## config.mk

```make
export PLATFORM = sky130hd
export DESIGN_NAME = mainfsm_ws_flat
export DESIGN_NICKNAME = d
export VERILOG_FILES = /design/src/rtl/mainfsm_pkg.sv /design/src/rtl/mainfsm_ws_if.sv /design/src/rtl/mainfsm_ws_out.sv /design/src/rtl/mainfsm_ws.sv /design/src/flat_wrapper.sv
export SDC_FILE = /design/constraint.sdc
export NUM_CORES = 1
export LEC_CHECK = 0
export ABC_CLOCK_PERIOD_IN_PS = 2250
export BUFFER_PORTS_ARGS = -buffer_cell sky130_fd_sc_hd__buf_2
export CAP_MARGIN = 15
export CORE_AREA = 2 2 42 63
export CTS_CLUSTER_DIAMETER = 40
export DETAILED_ROUTE_END_ITERATION = 8
export DIE_AREA = 0 0 44 65
export PLACE_DENSITY = 0.58
export SKIP_LAST_GASP = 1
export SYNTH_ARGS = -nofsm -noshare
export SYNTH_HDL_FRONTEND = slang
export SYNTH_SLANG_ARGS = --single-unit
```

## constraint.sdc

```tcl
create_clock -name clk -period 2.25 [get_ports clk]
set_input_delay 0.3375 -clock clk [delete_from_list [all_inputs] [get_ports clk]]
set_output_delay 0.3375 -clock clk [all_outputs]
set_load 0.05 [all_outputs]
```

## src/rtl/mainfsm_pkg.sv

```systemverilog
// Shared encodings for the mainfsm_ws multicycle controller: states,
// datapath mux selects, opcode classes and the decoded control bundle.
package mainfsm_pkg;

    typedef enum logic [3:0] {
        FETCH    = 4'd0,
        DECODE   = 4'd1,
        MEMADR   = 4'd2,
        MEMRD    = 4'd3,
        MEMWB    = 4'd4,
        MEMWR    = 4'd5,
        EXECUTER = 4'd6,
        EXECUTEI = 4'd7,
        ALUWB    = 4'd8,
        BRANCH   = 4'd9,
        BRLINK   = 4'd10,
        MULEX    = 4'd11,
        MULWB    = 4'd12,
        UNDEF    = 4'd13,
        FAULT    = 4'd14
    } state_t;

    localparam logic [1:0] SRCA_REG   = 2'b00;
    localparam logic [1:0] SRCA_PC    = 2'b01;

    localparam logic [1:0] SRCB_REG   = 2'b00;
    localparam logic [1:0] SRCB_IMM   = 2'b01;
    localparam logic [1:0] SRCB_FOUR  = 2'b10;
    localparam logic [1:0] SRCB_ZERO  = 2'b11;

    localparam logic [1:0] RES_ALUOUT = 2'b00;
    localparam logic [1:0] RES_DATA   = 2'b01;
    localparam logic [1:0] RES_ALURES = 2'b10;
    localparam logic [1:0] RES_PROD   = 2'b11;

    localparam logic [1:0] OP_DP  = 2'b00;
    localparam logic [1:0] OP_MEM = 2'b01;
    localparam logic [1:0] OP_BR  = 2'b10;

    typedef struct packed {
        logic       irwrite;
        logic       adrsrc;
        logic [1:0] alusrca;
        logic [1:0] alusrcb;
        logic [1:0] resultsrc;
        logic       nextpc;
        logic       regw;
        logic       linkw;
        logic       memw;
        logic       branch;
        logic       aluop;
        logic       mulstart;
        logic       undef;
        logic       fault;
    } ctrl_t;

endpackage

```

## src/rtl/mainfsm_ws_if.sv

```systemverilog
// Instruction/handshake inputs and datapath control outputs of mainfsm_ws.
// master = controller side, slave = datapath side.
interface mainfsm_ws_if;

    logic [1:0] Op;
    logic [5:0] Funct;
    logic       MulInstr;
    logic       MemReady;

    logic       IRWrite;
    logic       AdrSrc;
    logic [1:0] ALUSrcA;
    logic [1:0] ALUSrcB;
    logic [1:0] ResultSrc;
    logic       NextPC;
    logic       RegW;
    logic       LinkW;
    logic       MemW;
    logic       Branch;
    logic       ALUOp;
    logic       MulStart;
    logic       Undef;
    logic       Fault;
    logic [3:0] State;

    modport master (
        input  Op, Funct, MulInstr, MemReady,
        output IRWrite, AdrSrc, ALUSrcA, ALUSrcB, ResultSrc, NextPC, RegW,
               LinkW, MemW, Branch, ALUOp, MulStart, Undef, Fault, State
    );

    modport slave (
        output Op, Funct, MulInstr, MemReady,
        input  IRWrite, AdrSrc, ALUSrcA, ALUSrcB, ResultSrc, NextPC, RegW,
               LinkW, MemW, Branch, ALUOp, MulStart, Undef, Fault, State
    );

endinterface

```

## src/rtl/mainfsm_ws_out.sv

```systemverilog
// Combinational state-to-control decoder for mainfsm_ws.
// FAULT decoding exists only when MAINFSM_MEM_TIMEOUT_EN is defined.
module mainfsm_ws_out
    import mainfsm_pkg::*;
(
    input  state_t state,
    input  logic   first,
    input  logic   memready,
    input  logic   reset,
    output ctrl_t  ctrl
);

    always_comb begin
        ctrl = '0;
        case (state)
            FETCH: begin
                ctrl.alusrca   = SRCA_PC;
                ctrl.alusrcb   = SRCB_FOUR;
                ctrl.resultsrc = RES_ALURES;
                // Memory-qualified enables are also masked by reset so nothing
                // is committed while the sequence is being aborted.
                ctrl.irwrite   = memready & ~reset;
                ctrl.nextpc    = memready & ~reset;
            end
            DECODE: begin
                ctrl.alusrca   = SRCA_PC;
                ctrl.alusrcb   = SRCB_FOUR;
                ctrl.resultsrc = RES_ALURES;
            end
            EXECUTER: begin
                ctrl.alusrcb = SRCB_REG;
                ctrl.aluop   = 1'b1;
            end
            EXECUTEI: begin
                ctrl.alusrcb = SRCB_IMM;
                ctrl.aluop   = 1'b1;
            end
            ALUWB: begin
                ctrl.regw      = 1'b1;
                ctrl.resultsrc = RES_ALUOUT;
            end
            MEMADR: ctrl.alusrcb = SRCB_IMM;
            MEMRD:  ctrl.adrsrc  = 1'b1;
            MEMWB: begin
                ctrl.regw      = 1'b1;
                ctrl.resultsrc = RES_DATA;
            end
            MEMWR: begin
                ctrl.adrsrc = 1'b1;
                ctrl.memw   = ~reset;
            end
            BRLINK: begin
                ctrl.alusrca   = SRCA_PC;
                ctrl.alusrcb   = SRCB_ZERO;
                ctrl.resultsrc = RES_ALURES;
                ctrl.regw      = 1'b1;
                ctrl.linkw     = 1'b1;
            end
            BRANCH: begin
                ctrl.alusrca   = SRCA_REG;
                ctrl.alusrcb   = SRCB_IMM;
                ctrl.resultsrc = RES_ALURES;
                ctrl.branch    = 1'b1;
            end
            MULEX: ctrl.mulstart = first;
            MULWB: begin
                ctrl.regw      = 1'b1;
                ctrl.resultsrc = RES_PROD;
            end
            UNDEF: ctrl.undef = 1'b1;
`ifdef MAINFSM_MEM_TIMEOUT_EN
            FAULT: ctrl.fault = 1'b1;
`endif
            default: ;
        endcase
    end

endmodule

```

## src/rtl/mainfsm_ws.sv

```systemverilog
// Main multicycle control FSM with memory wait handshake, BL, multi-cycle MUL
// and undefined-instruction trap. Optional MAINFSM_MEM_TIMEOUT_EN adds FAULT.
module mainfsm_ws
    import mainfsm_pkg::*;
#(
    parameter int MUL_CYCLES  = 4,
    parameter int MEM_TIMEOUT = 15,
    parameter int CNT_W       = 4
) (
    input logic          clk,
    input logic          reset,
    mainfsm_ws_if.master bus
);

`ifdef MAINFSM_MEM_TIMEOUT_EN
    localparam bit TMO_EN = 1'b1;
`else
    localparam bit TMO_EN = 1'b0;
`endif
    localparam logic [CNT_W-1:0] MUL_LAST = CNT_W'(MUL_CYCLES);
    localparam logic [CNT_W-1:0] TMO_LAST = CNT_W'(MEM_TIMEOUT);
    localparam logic [CNT_W-1:0] CNT_ONE  = CNT_W'(1);

    state_t           state;
    logic [CNT_W-1:0] cnt;
    logic             first;
    ctrl_t            ctrl;
    logic             unused_funct;

    assign unused_funct = ^bus.Funct[3:1];
    assign first        = (cnt == CNT_ONE);

    // Counter clears by default; only wait states and MULEX keep counting.
    always_ff @(posedge clk or posedge reset) begin
        if (reset) begin
            state <= FETCH;
            cnt   <= '0;
        end else begin
            cnt <= '0;
            case (state)
                FETCH, MEMRD, MEMWR: begin
                    if (bus.MemReady) begin
                        if (state == FETCH)      state <= DECODE;
                        else if (state == MEMRD) state <= MEMWB;
                        else                     state <= FETCH;
                    end else if (TMO_EN && cnt >= TMO_LAST) begin
                        state <= FAULT;
                    end else if (TMO_EN) begin
                        cnt <= cnt + CNT_ONE;
                    end
                end
                DECODE: begin
                    case (bus.Op)
                        OP_DP: begin
                            if (bus.MulInstr) begin
                                state <= MULEX;
                                cnt   <= CNT_ONE;
                            end else if (bus.Funct[5]) begin
                                state <= EXECUTEI;
                            end else begin
                                state <= EXECUTER;
                            end
                        end
                        OP_MEM:  state <= MEMADR;
                        OP_BR:   state <= bus.Funct[4] ? BRLINK : BRANCH;
                        default: state <= UNDEF;
                    endcase
                end
                EXECUTER, EXECUTEI: state <= ALUWB;
                MEMADR:  state <= bus.Funct[0] ? MEMRD : MEMWR;
                BRLINK:  state <= BRANCH;
                MULEX: begin
                    if (cnt >= MUL_LAST) state <= MULWB;
                    else                 cnt   <= cnt + CNT_ONE;
                end
                FAULT:   state <= TMO_EN ? FAULT : FETCH;
                default: state <= FETCH;
            endcase
        end
    end

    mainfsm_ws_out u_out (
        .state    (state),
        .first    (first),
        .memready (bus.MemReady),
        .reset    (reset),
        .ctrl     (ctrl)
    );

    assign bus.IRWrite   = ctrl.irwrite;
    assign bus.AdrSrc    = ctrl.adrsrc;
    assign bus.ALUSrcA   = ctrl.alusrca;
    assign bus.ALUSrcB   = ctrl.alusrcb;
    assign bus.ResultSrc = ctrl.resultsrc;
    assign bus.NextPC    = ctrl.nextpc;
    assign bus.RegW      = ctrl.regw;
    assign bus.LinkW     = ctrl.linkw;
    assign bus.MemW      = ctrl.memw;
    assign bus.Branch    = ctrl.branch;
    assign bus.ALUOp     = ctrl.aluop;
    assign bus.MulStart  = ctrl.mulstart;
    assign bus.Undef     = ctrl.undef;
    assign bus.Fault     = ctrl.fault;
    assign bus.State     = state;

endmodule

```

## src/flat_wrapper.sv

```systemverilog
// flat-port wrapper written by rule: the top's interface ports become plain ports
module mainfsm_ws_flat import mainfsm_pkg::*;
#(
    parameter int MUL_CYCLES  = 4,
    parameter int MEM_TIMEOUT = 15,
    parameter int CNT_W       = 4
)
  (clk, reset, bus_Op, bus_Funct, bus_MulInstr, bus_MemReady, bus_IRWrite, bus_AdrSrc, bus_ALUSrcA, bus_ALUSrcB, bus_ResultSrc, bus_NextPC, bus_RegW, bus_LinkW, bus_MemW, bus_Branch, bus_ALUOp, bus_MulStart, bus_Undef, bus_Fault, bus_State);
  mainfsm_ws_if bus_i ();
  input logic clk;
  input logic reset;
  input wire logic [$bits(bus_i.Op)-1:0] bus_Op;
  input wire logic [$bits(bus_i.Funct)-1:0] bus_Funct;
  input wire logic [$bits(bus_i.MulInstr)-1:0] bus_MulInstr;
  input wire logic [$bits(bus_i.MemReady)-1:0] bus_MemReady;
  output wire logic [$bits(bus_i.IRWrite)-1:0] bus_IRWrite;
  output wire logic [$bits(bus_i.AdrSrc)-1:0] bus_AdrSrc;
  output wire logic [$bits(bus_i.ALUSrcA)-1:0] bus_ALUSrcA;
  output wire logic [$bits(bus_i.ALUSrcB)-1:0] bus_ALUSrcB;
  output wire logic [$bits(bus_i.ResultSrc)-1:0] bus_ResultSrc;
  output wire logic [$bits(bus_i.NextPC)-1:0] bus_NextPC;
  output wire logic [$bits(bus_i.RegW)-1:0] bus_RegW;
  output wire logic [$bits(bus_i.LinkW)-1:0] bus_LinkW;
  output wire logic [$bits(bus_i.MemW)-1:0] bus_MemW;
  output wire logic [$bits(bus_i.Branch)-1:0] bus_Branch;
  output wire logic [$bits(bus_i.ALUOp)-1:0] bus_ALUOp;
  output wire logic [$bits(bus_i.MulStart)-1:0] bus_MulStart;
  output wire logic [$bits(bus_i.Undef)-1:0] bus_Undef;
  output wire logic [$bits(bus_i.Fault)-1:0] bus_Fault;
  output wire logic [$bits(bus_i.State)-1:0] bus_State;
  assign bus_i.Op = bus_Op;
  assign bus_i.Funct = bus_Funct;
  assign bus_i.MulInstr = bus_MulInstr;
  assign bus_i.MemReady = bus_MemReady;
  assign bus_IRWrite = bus_i.IRWrite;
  assign bus_AdrSrc = bus_i.AdrSrc;
  assign bus_ALUSrcA = bus_i.ALUSrcA;
  assign bus_ALUSrcB = bus_i.ALUSrcB;
  assign bus_ResultSrc = bus_i.ResultSrc;
  assign bus_NextPC = bus_i.NextPC;
  assign bus_RegW = bus_i.RegW;
  assign bus_LinkW = bus_i.LinkW;
  assign bus_MemW = bus_i.MemW;
  assign bus_Branch = bus_i.Branch;
  assign bus_ALUOp = bus_i.ALUOp;
  assign bus_MulStart = bus_i.MulStart;
  assign bus_Undef = bus_i.Undef;
  assign bus_Fault = bus_i.Fault;
  assign bus_State = bus_i.State;
  mainfsm_ws #(.MUL_CYCLES(MUL_CYCLES), .MEM_TIMEOUT(MEM_TIMEOUT), .CNT_W(CNT_W)) u_core (.clk(clk), .reset(reset), .bus(bus_i));
endmodule
```

### Word level (Yosys, flattened, before mapping)

Index checks and enable logic that the tools add are counted.

* register bits: 8
* bits of input ports: 12
* logic and storage cells: 61

* add/subtract/negate cells: 1
* magnitude comparators: 1
* equality and inequality tests: 18
* muxes and demuxes: 26
* bitwise gates (word level): 2
* reductions and logical operators: 11

Operators with widths (count)
* 4-bit == test, second input constant: 6
* 4-bit 2-to-1 mux: 6
* 4-bit case mux with 6 select lines: 1
* 4-bit by 3-bit == test with 1-bit output, second input constant: 4
* 1-bit 2-to-1 mux: 12
* 2-bit case mux with 3 select lines: 2
* 4-bit case mux with 3 select lines: 1
* 3-bit OR reduction: 3
* 4-bit by 1-bit == test with 1-bit output, second input constant: 2
* 4-bit by 2-bit == test with 1-bit output, second input constant: 2
* 4-bit case mux with 2 select lines: 1
* 4-bit OR reduction: 2
* 3-bit 2-to-1 mux: 2
* 2-bit OR reduction: 3
* 4-bit by 1-bit adder with 4-bit output, second input constant: 1
* 4-bit by 3-bit greater-or-equal comparator with 1-bit output, second input constant: 1
* 4-bit logical NOT: 1
* 2-bit by 1-bit == test with 1-bit output, second input constant: 1
* 2-bit == test, second input constant: 1
* 2-bit logical NOT: 1
* 2-bit 2-to-1 mux: 1
* 2-bit by 1-bit != test with 1-bit output, second input constant: 1
* 2-bit != test, second input constant: 1
* 2-bit AND reduction: 1
* other kinds (2): 2

### Logic depth before layout (Yosys ltp)

* word-level depth: 5
* mapped depth: 5
* gate-level depth less buffers: 4

### Cells and area by module

From an unflattened synthesis, not the netlist that was laid out.

* cell total of the unflattened synthesis: 92
* area, all modules: 767.0 sq um

By module, submodules not included
* mainfsm_ws: instances 1, cells an instance 56, area an instance 505.5 sq um, sequential area each 200.2 sq um
* mainfsm_ws_out: instances 1, cells an instance 36, area an instance 261.5 sq um, sequential area each 0.0 sq um

### Least setup slack after synthesis

OpenSTA, ideal clock, no wires.

* path kind: flip-flop to output port
* start point: register u_core.state[3] (netlist: u_core.bus.State[3])
* end point: output port bus_ALUSrcB[0]
* arrival: 2.524 ns
* data required time: 1.913 ns
* slack: -0.612 ns
* cell stages (with the launch flop): 5
* buffers on the path: 1
* cell sequence: dfrtp_1 > buf_4 > nand2_1 > nor3_1 > a21o_1

* cells in the longest elaborated chain, start to end: 3

RTL lines
* start, declared: line mainfsm_ws.sv:24 `state_t state;`
* start signal, assigned: line mainfsm_ws.sv:65 `OP_BR: state <= bus.Funct[4] ? BRLINK : BRANCH;`
* start signal, assigned: line mainfsm_ws.sv:70 `MEMADR: state <= bus.Funct[0] ? MEMRD : MEMWR;`
* start signal, assigned: line mainfsm_ws.sv:76 `FAULT: state <= TMO_EN ? FAULT : FETCH;`
* 4-bit == test (tied with other cells): line mainfsm_ws_out.sv:15 `case (state)`
* 3-bit OR reduction (no line) / 2-bit OR reduction (equally long branches)
* 2-bit case mux with 3 select lines (*): line mainfsm_ws_out.sv:15
* end, declared: line flat_wrapper.sv:19 `output wire logic [$bits(bus_i.ALUSrcB)-1:0] bus_ALUSrcB;`

Every way passes the cells marked *; elsewhere a longest branch is shown, timed or not.

### Final worst setup path

* start point: register u_core.state[1] (netlist: u_core.bus.State[1])
* end point: output port bus_NextPC

* cells in the longest elaborated chain, start to end: 2

RTL lines
* 4-bit logical NOT: line mainfsm_ws_out.sv:15
* 1-bit 2-to-1 mux: line mainfsm_ws_out.sv:15
* end, declared: line flat_wrapper.sv:21 `output wire logic [$bits(bus_i.NextPC)-1:0] bus_NextPC;`

No other way between the ends.

==> impl_metrics.toml <==
[clocking]
numCtsBuffers = 3
h-tree-depth = 1
clockBufferDepth = 2
cts_root_buf = "clkbuf_4"
ctsResizeCount = 0
post_cts_buffers = 0
clock-sinks = 8
hold_buffers = 0
cts.clk_slew.worst_paths_ps = 50
cts_tree = "built"
insertion_delay_ps = 250

[critical_path]
crit_chain = "buf_4 > nor4_1 > and3_2 > buf_2"
worstPathRequired_ps = 1910
critPathKind = "reg -> out"
endpoint_kind = "output port"
path_depth = 4
worstPathMaxFanout = 13
startpoint_type = "flip-flop"
reg2reg_depth = 4
crit_family = "simple AND/OR/NAND/NOR gates"
cpPeakStageDelay_ps = 450
arrival_ps = 1640
critPathBufInv = 2
slowest_stage = "dfrtp_1"

[pwr]
leakage_nw = 0.4500
p_total_mw = 1.314
power.density_mw_per_mm2 = 1529
ir_drop_mv = 0.7820

[final_layout]
fillCellCount = 253
n_antenna_cell = 0
seqCellArea_um2 = 200.2
layout.cells.non_filler = 128
drive_gt1_share_pct = 42.31
syn_to_final_growth_pct = 29.87
final_net_count = 120
post-route-util_pct = 36.31
multi_input_area_um2 = 430.4

[floorplan]
row_count = 22
dieArea_mm2 = 0.002860
start_util_pct = 27.96
io-pin-count = 33
core_mm2 = 0.002367
fp.dieH_um = 65
die_width_um = 44

[logic_synthesis]
synth_top_family_by_area = "simple AND/OR/NAND/NOR gates"
yosys_warnings = 0
synth-edff-count = 0
ys_types = 36
ys_async_sr_fraction_pct = 100.0
ys_top_cells_by_area = "dfrtp_1, nand2b_1, buf_4, mux2_4, nor2_1"
syn_avg_cell_area_um2 = 8.825
synth_top_cell_by_area = "dfrtp_1"
synth-adder-area-share_pct = 3.781
synth_top_area_share_pct = 30.25
synth_seq_cells = 8
synthesis.area_um2 = 661.9
ys_seq_area_share_pct = 30.25
synth_ff_type = "dfrtp_1"
synthMuxAreaShare_pct = 6.049
synthXorXnorAreaFrac_pct = 3.970
postSynthCellCount = 75
synth-simple-area-share_pct = 28.36
synth-compound-area-share_pct = 18.90

[routing]
vias_per_cell = 4.961
drtPass1Iterations = 4
antenna_left = 0
drc = 0
wirelength_um = 1503
first_iter_violations = 12
avgRoutedWirePerCell_um = 11.74
vias = 635

[sta]
skew_ps = 2.184
worst_slack_ps = 274.9
rsz0062_at_grt = "false"
finalMaxSlewViolations = 0
period_needed_ps = 1975
fmax_mhz = 506.3
hold_viol = 0
post-route-period-util_pct = 87.78
setup_violations = 0
worst_hold_slack_ps = 52.48

[worst_hold_path]
min-delay-path-class = "in -> async"

[grt]
grt_pass1_wl_um = 2421
grt_max_degree = 17
grt_pass1_vias = 592
antenna_found_initial = 0
gr-total-overflow = 0
grt_usage_pct = 11.10

[placed_design]
dp_slack_ps = 553.2
hpwl_um = 1191
gp_congestion = 0.7786
post-place-cells = 125
numPortBuffers = 27

[flow_run]
cap_violations = 0

[run_status]
status = "finished, final reports clean"
[cell type report]
type / instances / area share, %
inverter: 3 / 1.310
timing repair buffer: 31 / 19.21
tap: 24 / 3.493
clock buffer: 3 / 2.620
sequential: 8 / 23.29
multi-input combinational: 59 / 50.07
[layout by cell type, fill, tap and decap left out, drive strengths merged, types with 2 or more instances in the layout]
cell	n
xor2	2
nor4	2
a211oi	2
clkbuf	3
nor2	7
buf	31
o22ai	3
nor3	3
ha	2
and2	2
a21oi	5
mux2	2
dfrtp	8
nand2	2
nand2b	6
conb	3
inv	3
nand3b	2
[kinds of logic (layout without fill, tap and decap cells)]
family	after synthesis	after routing
AND/OR/NAND/NOR	31	31
AO/OA/AOI/OAI	17	17
buffers and inverters	10	37
flip-flops	8	8
XOR/XNOR	3	3
multiplexers	3	3
adder cells (fa/ha/maj)	2	2
other	1	3
[flip-flops by register name, indices dropped and copies added, names as in the netlist]
| register | count |
|---|---|
| u_core.bus.State | 4 |
| u_core.cnt | 4 |
[synth_stat cells (2+ instances only)]
master,count
ha_1,2
mux2_4,2
clkbuf_1,2
a21oi_1,5
and2_1,2
nand2_1,2
nor3_1,3
nand2b_1,5
buf_4,4
o22ai_1,3
nor4_1,2
inv_1,3
nor2_1,7
a211oi_1,2
nand3b_1,2
dfrtp_1,8
xor2_1,2
[final timing paths]
check                                                startpoint                              end  slack [ps]
min in group clk                                   bus_MulInstr          u_core.cnt[0]$_DFF_PP0_         390
worst min register to register          u_core.cnt[0]$_DFF_PP0_          u_core.cnt[0]$_DFF_PP0_         510
max in group asynchronous                                 reset          u_core.cnt[1]$_DFF_PP0_        1960
worst min-delay path                                      reset  u_core.bus.State[0]$_DFFE_PP0P_          50
worst max-delay path            u_core.bus.State[1]$_DFFE_PP0P_                       bus_NextPC         270
worst max register to register  u_core.bus.State[0]$_DFFE_PP0P_  u_core.bus.State[0]$_DFFE_PP0P_         570
[where the power goes]
group | leakage [nW] | internal, mW | switching [mW]
clock | 0.0138 | 0.0608 | 0.0451
sequential | 0.105 | 0.176 | 0.0369
combinational | 0.331 | 0.300 | 0.695
[metrics by stage]
step                      instance area [um^2]  TNS, ps
after floorplan                          684.4    -1049
after global placement                   837.1        0
after CTS                                859.6        0
after detailed placement                 837.1        0
final                                    859.6        0
after global routing                     859.6        0
[routing by layer]
| layer | global-route usage [%] | part of all wire (%) |
|---|---|---|
| met4 | 6.818 | 2.3 |
| met5 | 0 | 0 |
| met1 | 12.56 | 42 |
| met3 | 1.114 | 3.9 |
| met2 | 19.12 | 52 |
Note: power is estimated with default switching activity, not from simulation.
